## src/rtl/piso_serializer.sv

```systemverilog
// Parallel-in, serial-out transmitter: n-bit word in over valid/ready, MSB-first bit stream out.
// Optional even-parity trailer bit is enabled by defining SER_PARITY_EN.
module piso_serializer #(
    parameter int n = 8
) (
    input  logic         clk,
    input  logic         reset,
    input  logic [n-1:0] dataIn,
    input  logic         load_valid,
    output logic         load_ready,
    output logic         ser_out,
    output logic         ser_valid,
    output logic         frame_done
);

    localparam int CW = $clog2(n);
    localparam logic [CW-1:0] LAST = CW'(n - 1);

`ifdef SER_PARITY_EN
    typedef enum logic [1:0] {IDLE, SHIFT, PAR} state_t;
    logic parity_q, parity_d;
`else
    typedef enum logic {IDLE, SHIFT} state_t;
`endif

    state_t        state_q, state_d;
    logic [n-1:0]  shreg_q, shreg_d;
    logic [CW-1:0] cnt_q, cnt_d;
    logic          last_bit;
    logic          ready_raw;
    logic          accept;

    always_comb begin
        state_d    = state_q;
        shreg_d    = shreg_q;
        cnt_d      = cnt_q;
`ifdef SER_PARITY_EN
        parity_d   = parity_q;
`endif
        ser_valid  = 1'b0;
        ser_out    = 1'b0;
        frame_done = 1'b0;
        last_bit   = (state_q == SHIFT) && (cnt_q == LAST);

`ifdef SER_PARITY_EN
        // The parity cycle takes over the refill slot so frames stay gapless.
        ready_raw = (state_q == IDLE) || (state_q == PAR);
`else
        ready_raw = (state_q == IDLE) || last_bit;
`endif
        load_ready = reset && ready_raw;
        accept     = load_valid && load_ready;

        case (state_q)
            SHIFT: begin
                ser_valid = 1'b1;
                ser_out   = shreg_q[n-1];
                shreg_d   = shreg_q << 1;
                cnt_d     = cnt_q + CW'(1);
                if (last_bit) begin
`ifdef SER_PARITY_EN
                    state_d = PAR;
`else
                    frame_done = 1'b1;
                    state_d    = IDLE;
`endif
                end
            end
`ifdef SER_PARITY_EN
            PAR: begin
                ser_valid  = 1'b1;
                ser_out    = parity_q;
                frame_done = 1'b1;
                state_d    = IDLE;
            end
`endif
            default: ;
        endcase

        if (accept) begin
            shreg_d = dataIn;
            cnt_d   = '0;
            state_d = SHIFT;
`ifdef SER_PARITY_EN
            parity_d = ^dataIn;
`endif
        end
    end

    always_ff @(posedge clk) begin
        if (!reset) begin
            state_q  <= IDLE;
            shreg_q  <= '0;
            cnt_q    <= '0;
`ifdef SER_PARITY_EN
            parity_q <= 1'b0;
`endif
        end else begin
            state_q  <= state_d;
            shreg_q  <= shreg_d;
            cnt_q    <= cnt_d;
`ifdef SER_PARITY_EN
            parity_q <= parity_d;
`endif
        end
    end

endmodule

```

## config.mk

```make
export PLATFORM = sky130hd
export DESIGN_NAME = piso_serializer
export DESIGN_NICKNAME = d
export VERILOG_FILES = /design/src/rtl/piso_serializer.sv
export SDC_FILE = /design/constraint.sdc
export NUM_CORES = 1
export LEC_CHECK = 0
export CAP_MARGIN = 10
export CORE_MARGIN = 2
export CORE_UTILIZATION = 30
export CTS_CLUSTER_SIZE = 40
export DETAILED_ROUTE_END_ITERATION = 8
export PLACE_DENSITY = 0.64
export RECOVER_POWER = 100
export SLEW_MARGIN = 25
export SYNTH_ARGS = -nofsm -noshare
export SYNTH_HDL_FRONTEND = slang
export SYNTH_SLANG_ARGS = --single-unit
```

## constraint.sdc

```tcl
create_clock -name clk -period 3.8 [get_ports clk]
set_input_delay 0.76 -clock clk [delete_from_list [all_inputs] [get_ports clk]]
set_output_delay 0.76 -clock clk [all_outputs]
set_load 0.005 [all_outputs]
```

==> impl_metrics.tcl, run 1 <==
set metrics [dict create \
    std_cell_rows 16 \
    syn_to_final_growth_pct 27.9 \
    routedWlPerCell_microns 10.4 \
    clk_pin_slew_ps 70 \
    power.total_uw 284 \
    nFillCells 223 \
    crit_fanout 13 \
    core_sq_um 1940 \
    grt_max_degree 15 \
    final_cell_mix "dfxtp_1, clkdlybuf4s50_1, nand2b_1, mux2i_1, o21ai_0" \
    drive_gt1_frac 0.0779 \
    finClkSkew_ps 6.89 \
    htreeDepth 1 \
    cts_tree "yes" \
    die_h_microns 49.1 \
    ys_seq_area_frac 0.394 \
    placed_area_sq_um 754 \
    grt_overflow_total 0 \
    synth.avg_cell_area_sq_um 9.67 \
    vias 468 \
    drt-initial-drc-count 7 \
    worstPathArrival_ps 2190 \
    cp-start-kind "input pin" \
    grt_usage 0.101 \
    numClockSinks 12 \
    fin_ws_ps 849 \
    synth_area_sq_um 609 \
    cts_setup_buffers 0 \
    worstPathRequired_ps 3040 \
    end_kind "primary output" \
    ys_ff_latch 12 \
    finalCritPeriodShare 0.777 \
    rrSetupSlack_ps 2100 \
    initial_utilization 0.314 \
    via_per_inst 4.50 \
    hold_slack_ps 538 \
    syn_inst 63 \
    max-cap-violations 0 \
    hold_buffers 0 \
    setup_viol 0 \
    clock.fmax_ghz 0.339 \
    grt_pass1_vias 439 \
    tns_ps 0 \
    vdd_drop_max_uv 144 \
    dp_hpwl_microns 770 \
    cp_cell_sequence "dlygate4sd3_1 > nor2b_1 > clkdlybuf4s50_1" \
    syn_nets 76 \
    drc 0 \
    ctsResizeCount 0 \
    die_area_sq_um 2410 \
    crit_slowest_cell "dlygate4sd3_1" \
    portBuffers 14 \
    synth_cell_types 18 \
    numCtsBuffers 3 \
    grt_pass1_wl_microns 1880 \
    yosys_warnings 0 \
    grt_setup_unrepaired "false" \
    hp-class "reg -> reg" \
    pre_cts_slack_ps 937 \
    slowest_delay_ps 740 \
    die_w_microns 49.1 \
    hold_violations 0 \
    dr.pass1.iters 3 \
    slew_headroom 0.456 \
    final_antenna_net_count 0 \
    path_class "in -> out" \
    fin_crit_ps 2950 \
    slew_viol_final 0 \
    finalNetCount 91 \
    p_per_area_nw_per_um2 364 \
    worst_slew_pin_slew_ps 816 \
    status "completed" \
    io_pins 15 \
    cts_buffer_depth 2 \
    routabilityCongestion 0.738 \
    clock_latency_ps 270 \
    cts-root-buf "clkbuf_4" \
    wl_microns 1080 \
    grt_antenna_before_repair 0 \
    antennaDiodeCount 0 \
    p_leak_nw 0.320 \
    final_cell_area_sq_um 779 \
]
synth_stat cells, drive strengths merged:
master	n	area, sq um
a21oi	7	35.0
and2	3	18.8
and2b	1	7.51
and3	3	18.8
buf	4	32.5
clkbuf	1	3.75
dfxtp	12	240
ha	2	25.0
mux2	2	22.5
mux2i	8	80.1
nand2b	8	57.6
nand3	1	5.00
nor2b	1	6.26
o21a	1	7.51
o21ai	8	40.0
xor2	1	8.76
power by group:
part	total, mW	internal, mW	switching [mW]
clock network	0.100	0.0582	0.0423
registers	0.139	0.134	0.00409
logic	0.0448	0.0256	0.0192
total	0.284	0.218	0.0656
cell type report:
cell class                 instances  area, sq um  area share
timing repair buffer              15          144       0.185
sequential                        12          240       0.308
clock buffer                       4         36.3      0.0465
multi-input combinational         46          325       0.417
tap                               27         33.8      0.0433
final timing paths:
| kind | start | to | depth (start not counted) |
|---|---|---|---|
| setup / recovery | reset | load_ready | 3 |
| hold / removal | shreg_q[7] | shreg_q[7] | 2 |
| setup reg to reg | cnt_q[0] | cnt_q[0] | 5 |
| hold reg to reg | shreg_q[7] | shreg_q[7] | 2 |
logic make-up after synthesis:
logic type | Yosys count | share of synthesized area
AND/OR/NAND/NOR | 17 | 0.187
multiplexers | 10 | 0.168
AO/OA/AOI/OAI | 16 | 0.136
adder cells (fa/ha/maj) | 2 | 0.0411
XOR/XNOR | 1 | 0.0144
flip-flops | 12 | 0.394
buffers and inverters | 5 | 0.0595
per-layer routing:
| layer | track usage | share of wire | vias to the layer above |
|---|---|---|---|
| met1 | 0.133 | 0.47 | 216 |
| li1 | - | - | 245 |
| met3 | 0.0215 | 0.030 | 2 |
| met2 | 0.144 | 0.49 | 5 |
| met5 | 0 | 0 | - |
| met4 | 0.0714 | 0.014 | 0 |
per-stage QoR:
stage,cells,utilization
floorplan,63,-
global placement,100,0.389
detailed placement,100,0.389
CTS,104,0.407
global route,104,0.401
finish,104,0.401
registers in the layout, indices dropped and copies added, names as in the netlist:
register and flops:
shreg_q 8, cnt_q 3, state_q 1
worst max-delay path: cells and delay by family:
kind	cells	cell delay (ps)
AND/OR/NAND/NOR	1	180
buffers and inverters	2	1250
No activity file was read; power rests on OpenSTA's default activity.
==> run 2, diff against run 1 <==
==> constraint.sdc (replaced) <==
create_clock -name clk -period 2.8 [get_ports clk]
set_input_delay 0.56 -clock clk [delete_from_list [all_inputs] [get_ports clk]]
set_output_delay 0.56 -clock clk [all_outputs]
set_load 0.005 [all_outputs]
==> run 2 against run 1 <==
Compared with the run above: first-iteration DRC count unchanged; sequential power increased by 35%; worst setup slack got worse by 530 ps; register-to-register slack got worse by 1000 ps; clock power increased by 6%; combinational power increased by 39%; critical endpoint is now ser_out; highest routed layer is now met3.
==> impl_metrics.tcl, run 2 (synthesis gave the netlist of run 1 again) <==
set metrics [dict create \
    status "completed" \
    vdd_drop_max_uv 296 \
    critPathBufInv 2 \
    vias 484 \
    initial_utilization 0.314 \
    hp-class "reg -> reg" \
    final_antenna_net_count 0 \
    dr.pass1.iters 3 \
    grt_pass1_wl_microns 1920 \
    grt.busiest_layer "met2" \
    cp-start-kind "register" \
    grt_setup_unrepaired "false" \
    cts_setup_buffers 0 \
    slew_headroom 0.468 \
    seq_power_share 0.528 \
    multi_input_area_sq_um 325 \
    ctsResizeCount 0 \
    via_per_inst 4.65 \
    portBuffers 14 \
    grt_max_degree 15 \
    core_sq_um 1940 \
    clock.fmax_ghz 0.403 \
    grt_antenna_before_repair 0 \
    pwr-share-comb 0.175 \
    cts-root-buf "clkbuf_4" \
    crit_fanout 14 \
    regArea_sq_um 240 \
    setup_viol 0 \
    finalNetCount 92 \
    htreeDepth 1 \
    final_cell_mix "clkdlybuf4s50_1, dfxtp_1, nand2b_1, mux2i_1, o21ai_0" \
    io_pins 15 \
    cts_buffer_depth 2 \
    antennaDiodeCount 0 \
    worst_slew_pin_slew_ps 798 \
    hold_buffers 0 \
    path_class "reg -> out" \
    fin_crit_ps 2480 \
    layout_commonest_cell "clkdlybuf4s50_1" \
    clockPowerShare 0.297 \
    tns_ps 0 \
    nFillCells 215 \
    cp_cell_sequence "clkbuf_1 > and2_0 > clkdlybuf4s50_1" \
    worstPathArrival_ps 1920 \
    die_h_microns 49.1 \
    die_w_microns 49.1 \
    p_per_area_nw_per_um2 460 \
    drive_gt1_frac 0.0779 \
    end_kind "primary output" \
    finalCritPeriodShare 0.886 \
    max-cap-violations 0 \
    cts_tree "yes" \
    grt_usage 0.101 \
    std_cell_rows 16 \
    drt-initial-drc-count 7 \
    crit_family "buffers and inverters" \
    met1_usage 0.136 \
    drc 0 \
    syn_to_final_growth_pct 26.9 \
    largest_register_ffs 8 \
    grt_overflow_total 0 \
    clk_pin_slew_ps 70 \
    grt_pass1_vias 436 \
    met2_usage 0.149 \
    slew_viol_final 0 \
    routedWlPerCell_microns 10.5 \
    crit_slowest_cell "clkbuf_1" \
    power.total_uw 356 \
    wl_microns 1100 \
    reg_top3 "shreg_q x8, cnt_q x3, state_q x1" \
    hold_violations 0 \
    hold_slack_ps 539 \
    numClockSinks 12 \
    top_register "shreg_q" \
    die_area_sq_um 2410 \
    slowest_delay_ps 610 \
    numCtsBuffers 3 \
    met3_usage 0.0368 \
    routabilityCongestion 0.648 \
    p_sw_uw 87.8 \
    finClkSkew_ps 3.77 \
    p_leak_nw 0.318 \
    switching_share 0.247 \
    p_int_uw 268 \
    worstPathRequired_ps 2240 \
    clock_latency_ps 270 \
]
## run 2: worst paths after layout
| check | endpoint | slack, ps | from | cells after the start |
|---|---|---|---|---|
| setup / recovery | ser_out | 320 | state_q | 3 |
| hold / removal | shreg_q[1] | 540 | shreg_q[1] | 2 |
| setup reg to reg | cnt_q[0] | 1100 | cnt_q[0] | 5 |
| hold reg to reg | shreg_q[1] | 540 | shreg_q[1] | 2 |
## run 2: cell type report
class,instances,area share
Sequential cell,12,0.311
Multi-Input combinational cell,46,0.421
Tap cell,27,0.0437
Timing Repair Buffer,16,0.196
Clock buffer,3,0.0291
## run 2: layer usage
layer / part of all wire / vias up
met3: 0.034 / 0
li1: - / 247
met5: 0 / -
met1: 0.48 / 229
met4: 0 / 0
met2: 0.48 / 8
## run 2: worst register-to-register path: cells and delay by family (launching register included)
| family | cells | cell delay [ps] |
|---|---|---|
| adders and majority gates | 2 | 400 |
| DFF | 1 | 320 |
| and+or+nand+nor | 3 | 940 |
## run 2: per-stage QoR
| stage | util | cells | cell area, sq um | setup slack [ps] |
|---|---|---|---|---|
| 5_1_grt | 0.398 | 104 | 773 | 195 |
| 6_report | 0.398 | 104 | 773 | 319 |
| 2_1_floorplan | - | 63 | 609 | 1190 |
| 3_5_place_dp | 0.392 | 101 | 762 | 567 |
| 4_1_cts | 0.404 | 104 | 785 | 342 |
| 3_3_place_gp | 0.392 | 101 | 762 | 572 |
## run 2: power groups by stage
stage	clock, mW	sequential [mW]	combinational, mW
floorplan	0	0.192	0.0414
global placement	0	0.192	0.0648
detailed placement	0	0.192	0.0654
CTS	0.108	0.188	0.0656
global route	0.117	0.190	0.0698
finish	0.106	0.188	0.0624
